File: config.mk
export PLATFORM = sky130hd
export DESIGN_NAME = ins_loader_flat
export DESIGN_NICKNAME = d
export VERILOG_FILES = /design/src/rtl/ins_loader_pkg.sv /design/src/rtl/ins_loader_if.sv /design/src/rtl/ins_loader.sv /design/src/flat_wrapper.sv
export SDC_FILE = /design/constraint.sdc
export NUM_CORES = 1
export LEC_CHECK = 0
export ABC_AREA = 0
export BUFFER_PORTS_ARGS = -buffer_cell sky130_fd_sc_hd__buf_2
export CELL_PAD_IN_SITES_DETAIL_PLACEMENT = 0
export CELL_PAD_IN_SITES_GLOBAL_PLACEMENT = 1
export CORE_AREA = 3 3 97 62
export CTS_CLUSTER_DIAMETER = 150
export DETAILED_ROUTE_END_ITERATION = 16
export DIE_AREA = 0 0 100 65
export MAX_ROUTING_LAYER = met4
export PLACE_DENSITY_LB_ADDON = 0.1
export SYNTH_ARGS = -nofsm -noshare
export SYNTH_HDL_FRONTEND = slang
export SYNTH_SLANG_ARGS = --single-unit
File: constraint.sdc
create_clock -name clock -period 1.7 [get_ports clock]
set_input_delay 0.085 -clock clock [delete_from_list [all_inputs] [get_ports clock]]
set_output_delay 0.085 -clock clock [all_outputs]
set_load 0.1 [all_outputs]
File: src/rtl/ins_loader_pkg.sv
// Shared definitions for the instruction loader: opcodes, instruction word layout and FSM encoding.
package ins_loader_pkg;

    localparam int INS_AW   = 4;
    localparam int DEPTH    = 2 ** INS_AW;
    localparam int SZB_INS  = 16;
    localparam int BIT_INST = 12;
    localparam int CNT_W    = 5;

    localparam logic ON  = 1'b1;
    localparam logic OFF = 1'b0;

    localparam logic [3:0] OP_LD_INS  = 4'h2;
    localparam logic [3:0] OP_IO_IDLE = 4'hF;

    localparam logic [2:0] ST_IDLE      = 3'd0;
    localparam logic [2:0] ST_WAIT_DATA = 3'd1;
    localparam logic [2:0] ST_ISSUE     = 3'd2;
    localparam logic [2:0] ST_SETTLE    = 3'd3;
    localparam logic [2:0] ST_DONE      = 3'd4;

    typedef enum logic [2:0] {
        S_IDLE      = ST_IDLE,
        S_WAIT_DATA = ST_WAIT_DATA,
        S_ISSUE     = ST_ISSUE,
        S_SETTLE    = ST_SETTLE,
        S_DONE      = ST_DONE
    } loader_state_e;

    // Instruction the controller decodes as "no IO action".
    localparam logic [SZB_INS-1:0] INS_IDLE = {OP_IO_IDLE, {BIT_INST{1'b0}}};

    function automatic logic [SZB_INS-1:0] ld_ins_word(input logic [INS_AW-1:0] addr);
        return {OP_LD_INS, addr, {(BIT_INST-INS_AW){1'b0}}};
    endfunction

    // Loads longer than the memory are truncated so the address never wraps.
    function automatic logic [CNT_W-1:0] clamp_count(input logic [CNT_W-1:0] wc);
        return (wc > CNT_W'(DEPTH)) ? CNT_W'(DEPTH) : wc;
    endfunction

endpackage

File: src/rtl/ins_loader_if.sv
// Host stream plus controller-side buses of the instruction loader.
// Optional checksum signal present when INS_LOADER_CHECKSUM_EN is defined.
interface ins_loader_if;
    import ins_loader_pkg::*;

    // s_data is transferred on a cycle where s_valid and s_ready are both high at the
    // clock edge; the host holds s_data stable while s_valid is high and s_ready is low.
    logic               start;
    logic [CNT_W-1:0]   word_count;
    logic               s_valid;
    logic [SZB_INS-1:0] s_data;
    logic               s_ready;
    logic               interrupt;
    logic [SZB_INS-1:0] instructions;
    logic [SZB_INS-1:0] io_data;
    logic               busy;
    logic               done;
`ifdef INS_LOADER_CHECKSUM_EN
    logic [SZB_INS-1:0] checksum;

    modport master (
        output start, word_count, s_valid, s_data,
        input  s_ready, interrupt, instructions, io_data, busy, done, checksum
    );
    modport slave (
        input  start, word_count, s_valid, s_data,
        output s_ready, interrupt, instructions, io_data, busy, done, checksum
    );
`else
    modport master (
        output start, word_count, s_valid, s_data,
        input  s_ready, interrupt, instructions, io_data, busy, done
    );
    modport slave (
        input  start, word_count, s_valid, s_data,
        output s_ready, interrupt, instructions, io_data, busy, done
    );
`endif

endinterface

File: src/rtl/ins_loader.sv
// Loads a host word stream into instruction memory via one LD_INS per word through the controller.
// Build option INS_LOADER_CHECKSUM_EN adds a byte-swapped XOR checksum of the loaded words.
module ins_loader
    import ins_loader_pkg::*;
(
    input  logic          clock,
    input  logic          reset,
    ins_loader_if.slave   bus,
    output loader_state_e dbg_state_o
);

    loader_state_e      state_q, state_d;
    logic [INS_AW-1:0]  addr_q, addr_d;
    logic [CNT_W-1:0]   remaining_q, remaining_d;
    logic               s_ready_q, s_ready_d;
    logic               interrupt_q, interrupt_d;
    logic               busy_q, busy_d;
    logic               done_q, done_d;
    logic [SZB_INS-1:0] instructions_q, instructions_d;
    logic [SZB_INS-1:0] io_data_q, io_data_d;
`ifdef INS_LOADER_CHECKSUM_EN
    logic [SZB_INS-1:0] checksum_q, checksum_d;
`endif

    logic accept;
    assign accept = bus.s_valid && s_ready_q;

    always_ff @(posedge clock or posedge reset) begin
        if (reset) begin
            state_q        <= S_IDLE;
            addr_q         <= '0;
            remaining_q    <= '0;
            s_ready_q      <= OFF;
            interrupt_q    <= OFF;
            busy_q         <= OFF;
            done_q         <= OFF;
            instructions_q <= '0;
            io_data_q      <= '0;
`ifdef INS_LOADER_CHECKSUM_EN
            checksum_q     <= '0;
`endif
        end else begin
            state_q        <= state_d;
            addr_q         <= addr_d;
            remaining_q    <= remaining_d;
            s_ready_q      <= s_ready_d;
            interrupt_q    <= interrupt_d;
            busy_q         <= busy_d;
            done_q         <= done_d;
            instructions_q <= instructions_d;
            io_data_q      <= io_data_d;
`ifdef INS_LOADER_CHECKSUM_EN
            checksum_q     <= checksum_d;
`endif
        end
    end

    // Every output is a register; the _d values are what the outputs show in the next state.
    always_comb begin
        state_d        = state_q;
        addr_d         = addr_q;
        remaining_d    = remaining_q;
        s_ready_d      = s_ready_q;
        interrupt_d    = interrupt_q;
        busy_d         = busy_q;
        done_d         = OFF;
        instructions_d = instructions_q;
        io_data_d      = io_data_q;
`ifdef INS_LOADER_CHECKSUM_EN
        checksum_d     = checksum_q;
`endif
        unique case (state_q)
            S_IDLE: begin
                if (bus.start) begin
`ifdef INS_LOADER_CHECKSUM_EN
                    checksum_d = '0;
`endif
                    if (bus.word_count == '0) begin
                        state_d = S_DONE;
                        done_d  = ON;
                    end else begin
                        state_d        = S_WAIT_DATA;
                        remaining_d    = clamp_count(bus.word_count);
                        addr_d         = '0;
                        busy_d         = ON;
                        interrupt_d    = ON;
                        s_ready_d      = ON;
                        instructions_d = INS_IDLE;
                    end
                end
            end
            S_WAIT_DATA: begin
                if (accept) begin
                    io_data_d      = bus.s_data;
                    instructions_d = ld_ins_word(addr_q);
                    s_ready_d      = OFF;
                    state_d        = S_ISSUE;
`ifdef INS_LOADER_CHECKSUM_EN
                    checksum_d     = checksum_q ^ {bus.s_data[7:0], bus.s_data[15:8]};
`endif
                end
            end
            S_ISSUE: begin
                // The controller has latched the write request; io_data stays put for the write.
                instructions_d = INS_IDLE;
                state_d        = S_SETTLE;
            end
            S_SETTLE: begin
                addr_d      = addr_q + INS_AW'(1);
                remaining_d = remaining_q - CNT_W'(1);
                if (remaining_q == CNT_W'(1)) begin
                    state_d = S_DONE;
                    done_d  = ON;
                end else begin
                    state_d   = S_WAIT_DATA;
                    s_ready_d = ON;
                end
            end
            S_DONE: begin
                state_d        = S_IDLE;
                interrupt_d    = OFF;
                busy_d         = OFF;
                s_ready_d      = OFF;
                instructions_d = '0;
            end
            default: begin
                state_d = S_IDLE;
            end
        endcase
    end

    assign bus.s_ready      = s_ready_q;
    assign bus.interrupt    = interrupt_q;
    assign bus.instructions = instructions_q;
    assign bus.io_data      = io_data_q;
    assign bus.busy         = busy_q;
    assign bus.done         = done_q;
`ifdef INS_LOADER_CHECKSUM_EN
    assign bus.checksum     = checksum_q;
`endif
    assign dbg_state_o      = state_q;

endmodule

File: src/flat_wrapper.sv
// flat-port wrapper written by rule: the top's interface ports become plain ports
module ins_loader_flat import ins_loader_pkg::*;
  (clock, reset, dbg_state_o, bus_start, bus_word_count, bus_s_valid, bus_s_data, bus_s_ready, bus_interrupt, bus_instructions, bus_io_data, bus_busy, bus_done);
  ins_loader_if bus_i ();
  input  logic clock;
  input  logic reset;
  output loader_state_e dbg_state_o;
  input wire logic [$bits(bus_i.start)-1:0] bus_start;
  input wire logic [$bits(bus_i.word_count)-1:0] bus_word_count;
  input wire logic [$bits(bus_i.s_valid)-1:0] bus_s_valid;
  input wire logic [$bits(bus_i.s_data)-1:0] bus_s_data;
  output wire logic [$bits(bus_i.s_ready)-1:0] bus_s_ready;
  output wire logic [$bits(bus_i.interrupt)-1:0] bus_interrupt;
  output wire logic [$bits(bus_i.instructions)-1:0] bus_instructions;
  output wire logic [$bits(bus_i.io_data)-1:0] bus_io_data;
  output wire logic [$bits(bus_i.busy)-1:0] bus_busy;
  output wire logic [$bits(bus_i.done)-1:0] bus_done;
  assign bus_i.start = bus_start;
  assign bus_i.word_count = bus_word_count;
  assign bus_i.s_valid = bus_s_valid;
  assign bus_i.s_data = bus_s_data;
  assign bus_s_ready = bus_i.s_ready;
  assign bus_interrupt = bus_i.interrupt;
  assign bus_instructions = bus_i.instructions;
  assign bus_io_data = bus_i.io_data;
  assign bus_busy = bus_i.busy;
  assign bus_done = bus_i.done;
  ins_loader u_core (.clock(clock), .reset(reset), .bus(bus_i), .dbg_state_o(dbg_state_o));
endmodule
# == Word-level counts from Yosys, hierarchy flattened ==
# Index checks and enable logic that the tools add are counted.
# totals
reg_bits,47
inputBits,25
out_inout_bits,39
word_cells,59
# op_classes
n_addsub,2
n_lt_le_gt_ge,1
eq_ne,9
muxes,26
reduce_logical,13
# ops
cell,count
16-bit one-hot mux with 4 select lines,1
16-bit two-way mux,3
5-bit two-way mux,3
3-bit two-way mux,4
3-bit one-hot mux with 4 select lines,1
5-bit one-hot mux with 2 select lines,1
4-bit two-way mux,2
4-bit one-hot mux with 2 select lines,1
4-bit nonzero test,2
1-bit two-way mux,7
"3-bit by 2-bit equality test with 1-bit output, second input constant",2
"2-bit != test, second input constant",3
3-bit AND reduction,2
"5-bit by 1-bit equality test with 1-bit output, second input constant",1
"5-bit greater-than comparator, second input constant",1
5-bit zero test,1
5-bit AND reduction,1
"5-bit by 1-bit subtractor with 5-bit output, second input constant",1
"4-bit by 1-bit adder with 4-bit output, second input constant",1
1-bit one-hot mux with 2 select lines,2
1-bit one-hot mux with 4 select lines,1
2-bit AND reduction,2
4-bit AND reduction,1
2-bit nonzero test,2
5 further kinds,5

# == Longest topological paths before layout ==
# depth
ltp_word,5
ltp_mapped,6

# == Worst setup path after synthesis ==
# Ideal clock, no wire load.
# synth_timing
kind,register to register
start,"register u_core.state_q[0], in the netlist u_core.dbg_state_o[0]"
end,"register u_core.io_data_q[0], in the netlist u_core.bus.io_data[0]"
arrival_time_ns,2.173
required_time_ns,1.575
setup_slack_ns,-0.599
stages_incl_launch_ff,6
period_less_slack_ns,2.299
cell_sequence,dfrtp_1 > buf_4 > nand3_1 > nor3_4 > buf_4 > mux2_2
# synth_between
elab_chain_cells,2
# synth_rtl
item,line,rtl
from (decl),ins_loader.sv:12,"loader_state_e state_q, state_d;"
from (signal assigned),ins_loader.sv:43,state_q <= state_d;
3-bit by 1-bit equality test with 1-bit output,ins_loader.sv:72,unique case (state_q)
2-bit AND reduction (no line),-,
to (signal assigned),ins_loader.sv:51,io_data_q <= io_data_d;
to (decl),ins_loader.sv:20,"logic [SZB_INS-1:0] io_data_q, io_data_d;"
# Every way passes these cells.
# A chain may end at the register's enable or synchronous reset.

# == Final worst setup path ==
# layout_timing
start,"register u_core.state_q[2], in the netlist u_core.dbg_state_o[2]"
end,output dbg_state_o[2]
# layout_rtl
item,line,rtl
to (decl),flat_wrapper.sv:7,output loader_state_e dbg_state_o;
# No word-level cell between the ends.

==> out/metrics.cfg <==
[placement]
routabilityCongestion=0.7898
placed_area_mm2=0.002297
pre_cts_ws_ns=0.1453
port_buffers=55
hpwl_mm=3.438

[route]
vias_per_cell=5.046
dr.pass1.iters=4
final_antenna_net_count=0
wl_per_cell_um=14.52
drt_first_iter_violations=63
drc=0
vias=1539
routed_wl_mm=4.429

[flow_run]
cap_violations=0

[timing]
hold_viol_final=0
setup_tns_ns=0
worst_slack_ns=0.1191
drv_slew=0
fin_crit_sh_pct=93.00
fmax_mhz=632.5
min_period_ns=1.581
fin_skew_ns=0.004403
grt_setup_unrepaired=false
setup_viol=0

[pwr]
power_mw=1.944
peakVddDrop_mv=0.3161
powerDensity_mw_per_mm2=791.7
leakagePower_nw=1.278

[worst_setup_path]
path_max_fanout=10
worstSetupStartpointType=flop
worstPathArrival_ns=1.50
worstPathRequired_ns=1.62
reg2reg_slack_ns=0.17
endpoint_kind=output pin
path_class=flop to output pin

[logic_synthesis]
synthMuxAreaShare_pct=11.84
yosys-top-cells-area=dfrtp_1 47%, mux2_2 9.8%, buf_4 5.8%
yosysSeqAreaShare_pct=47.38
synthArstFlopShare_pct=100.0
yosysTopAreaCellShare_pct=47.38
ys_types=49
yosys.area_share.simple_pct=13.70
syn_inst=177
syn_area_mm2=0.001954
postSynthAreaPerCell_um2=11.04
synth_compound_area_share_pct=14.28
synthAdderAreaFrac_pct=1.921
post-synth-top-area-cell=dfrtp_1
synth-xor-area-share_pct=0.8963
synth_edf_count=0
synth_top_family_by_area=compound AO/OA/AOI/OAI gates
synth_top_flop_cell=dfrtp_1
yosys_warnings=0
ys_seq_elements=37

[die]
num_rows=20
ios=64
die_y_um=65
start_util_pct=38.47
die_w_um=100
dieArea_mm2=0.006500
coreArea_mm2=0.005080

[grt]
grt_pass1_wl_mm=7.679
antenna_found_initial=0
grt.total_usage_pct=15.46
grt_pass1_vias=1542
grt_remaining_overflow=0
grt_max_degree=26

[clocking]
cts_tree=done
clockRootBuffer=clkbuf_8
cts_buffer_depth=2
cts.sink_count=37
clkTransAtPathRegs_ns=0.08
h-tree-depth=2
numCtsBuffers=5
clkLatencyLatePin_ns=0.29

[cells_and_area]
final_area_mm2=0.002455
mostFrequentLayoutCell=buf_2
fin_nets=266
layout-drive-gt1-share_pct=45.19
diodes=0
final_cell_mix=54 x buf_2, 33 x dfrtp_1, 17 x mux2_2
area_delta_synth_final_pct=25.61

[hold_path]
hold_path.class=input pin to flop

[outcome]
status=finished, final reports clean

report_power, final:
| part | internal, mW | total, mW | switching, mW |
|---|---|---|---|
| clock network | 0.591 | 0.922 | 0.331 |
| logic | 0.0275 | 0.142 | 0.115 |
| registers | 0.879 | 0.879 | 0 |
| total | 1.50 | 1.94 | 0.446 |
metrics by stage:
| stage | std cells | hold slack [ns] | util, % |
|---|---|---|---|
| floorplan | 184 | 0.2018 | - |
| global placement | 295 | 0.1081 | 45.22 |
| detailed placement | 295 | 0.1255 | 45.22 |
| CTS | 304 | 0.006770 | 48.13 |
| global route | 305 | 0.005671 | 48.33 |
| finish | 305 | 0.02265 | 48.33 |
metal layers:
| layer | part of all wire (%) | GRT usage [%] | vias to the layer above |
|---|---|---|---|
| met4 | 0.90 | 4.370 | 0 |
| met1 | 49 | 21.40 | 752 |
| met2 | 44 | 22.51 | 52 |
| li1 | - | - | 730 |
| met5 | 0 | - | - |
| met3 | 6.3 | 3.871 | 5 |
synth_stat cells, types with 2 or more instances:
cell	n
dfrtp_1	37
a21o_1	3
inv_1	10
nor3_1	2
mux2i_1	4
mux2_2	17
nand2_1	15
ha_1	3
nand3_1	3
nor2_1	11
a32oi_1	2
buf_6	3
buf_4	15
a31oi_1	2
nand4_1	2
o211ai_1	2
clkbuf_1	2
a21oi_1	6
o21ai_0	8
worst max-delay path, stage by stage (launching register included):
cell      delay (ns)
dfrtp_2         0.49
buf_4           0.21
buf_4           0.17
clkbuf_4        0.33
worst paths after layout:
path                                  startpoint                     endpoint  cells after the start
min in group asynchronous                  reset  u_core.bus.instructions[10]                      4
max                        u_core.dbg_state_o[2]               dbg_state_o[2]                      3
min                                bus_s_data[0]        u_core.bus.io_data[0]                      2
min reg2reg                u_core.bus.io_data[7]        u_core.bus.io_data[7]                      1
max reg2reg                u_core.dbg_state_o[1]  u_core.bus.instructions[10]                      5
max in group asynchronous                  reset        u_core.dbg_state_o[0]                      4
state kept, by name, indices dropped and copies added (netlist names):
| signal | count |
|---|---|
| u_core.bus.io_data | 16 |
| u_core.bus.s_ready | 1 |
| u_core.bus.interrupt | 1 |
| u_core.dbg_state_o | 3 |
| u_core.addr_q | 4 |
| u_core.bus.instructions | 6 |
| u_core.bus.done | 1 |
| u_core.remaining_q | 5 |
cells by family after synthesis:
family | count (synthesis)
other | 1
buffers and inverters | 30
XOR/XNOR | 2
AO/OA/AOI/OAI | 36
multiplexers | 21
adder cells (fa/ha/maj) | 3
AND/OR/NAND/NOR | 47
flip-flops | 37
cell type report:
type / instances / area (um2)
fill: 479 / 2625
clock buffer: 5 / 68.82
clock inverter: 3 / 68.82
timing repair buffer: 67 / 382.9
tap: 66 / 82.58
inverter: 10 / 37.54
sequential: 37 / 938.4
multi-input combinational: 117 / 875.8
what timing repair did:
item / in CTS / in global routing
hold buffers: 1 / 0
buffers inserted: 0 / 1
resized for setup: 0 / 1
endpoints found under the setup margin: 0 / 5
hold endpoints to repair: 37 / 0
Note: power is estimated with default switching activity, not from simulation.
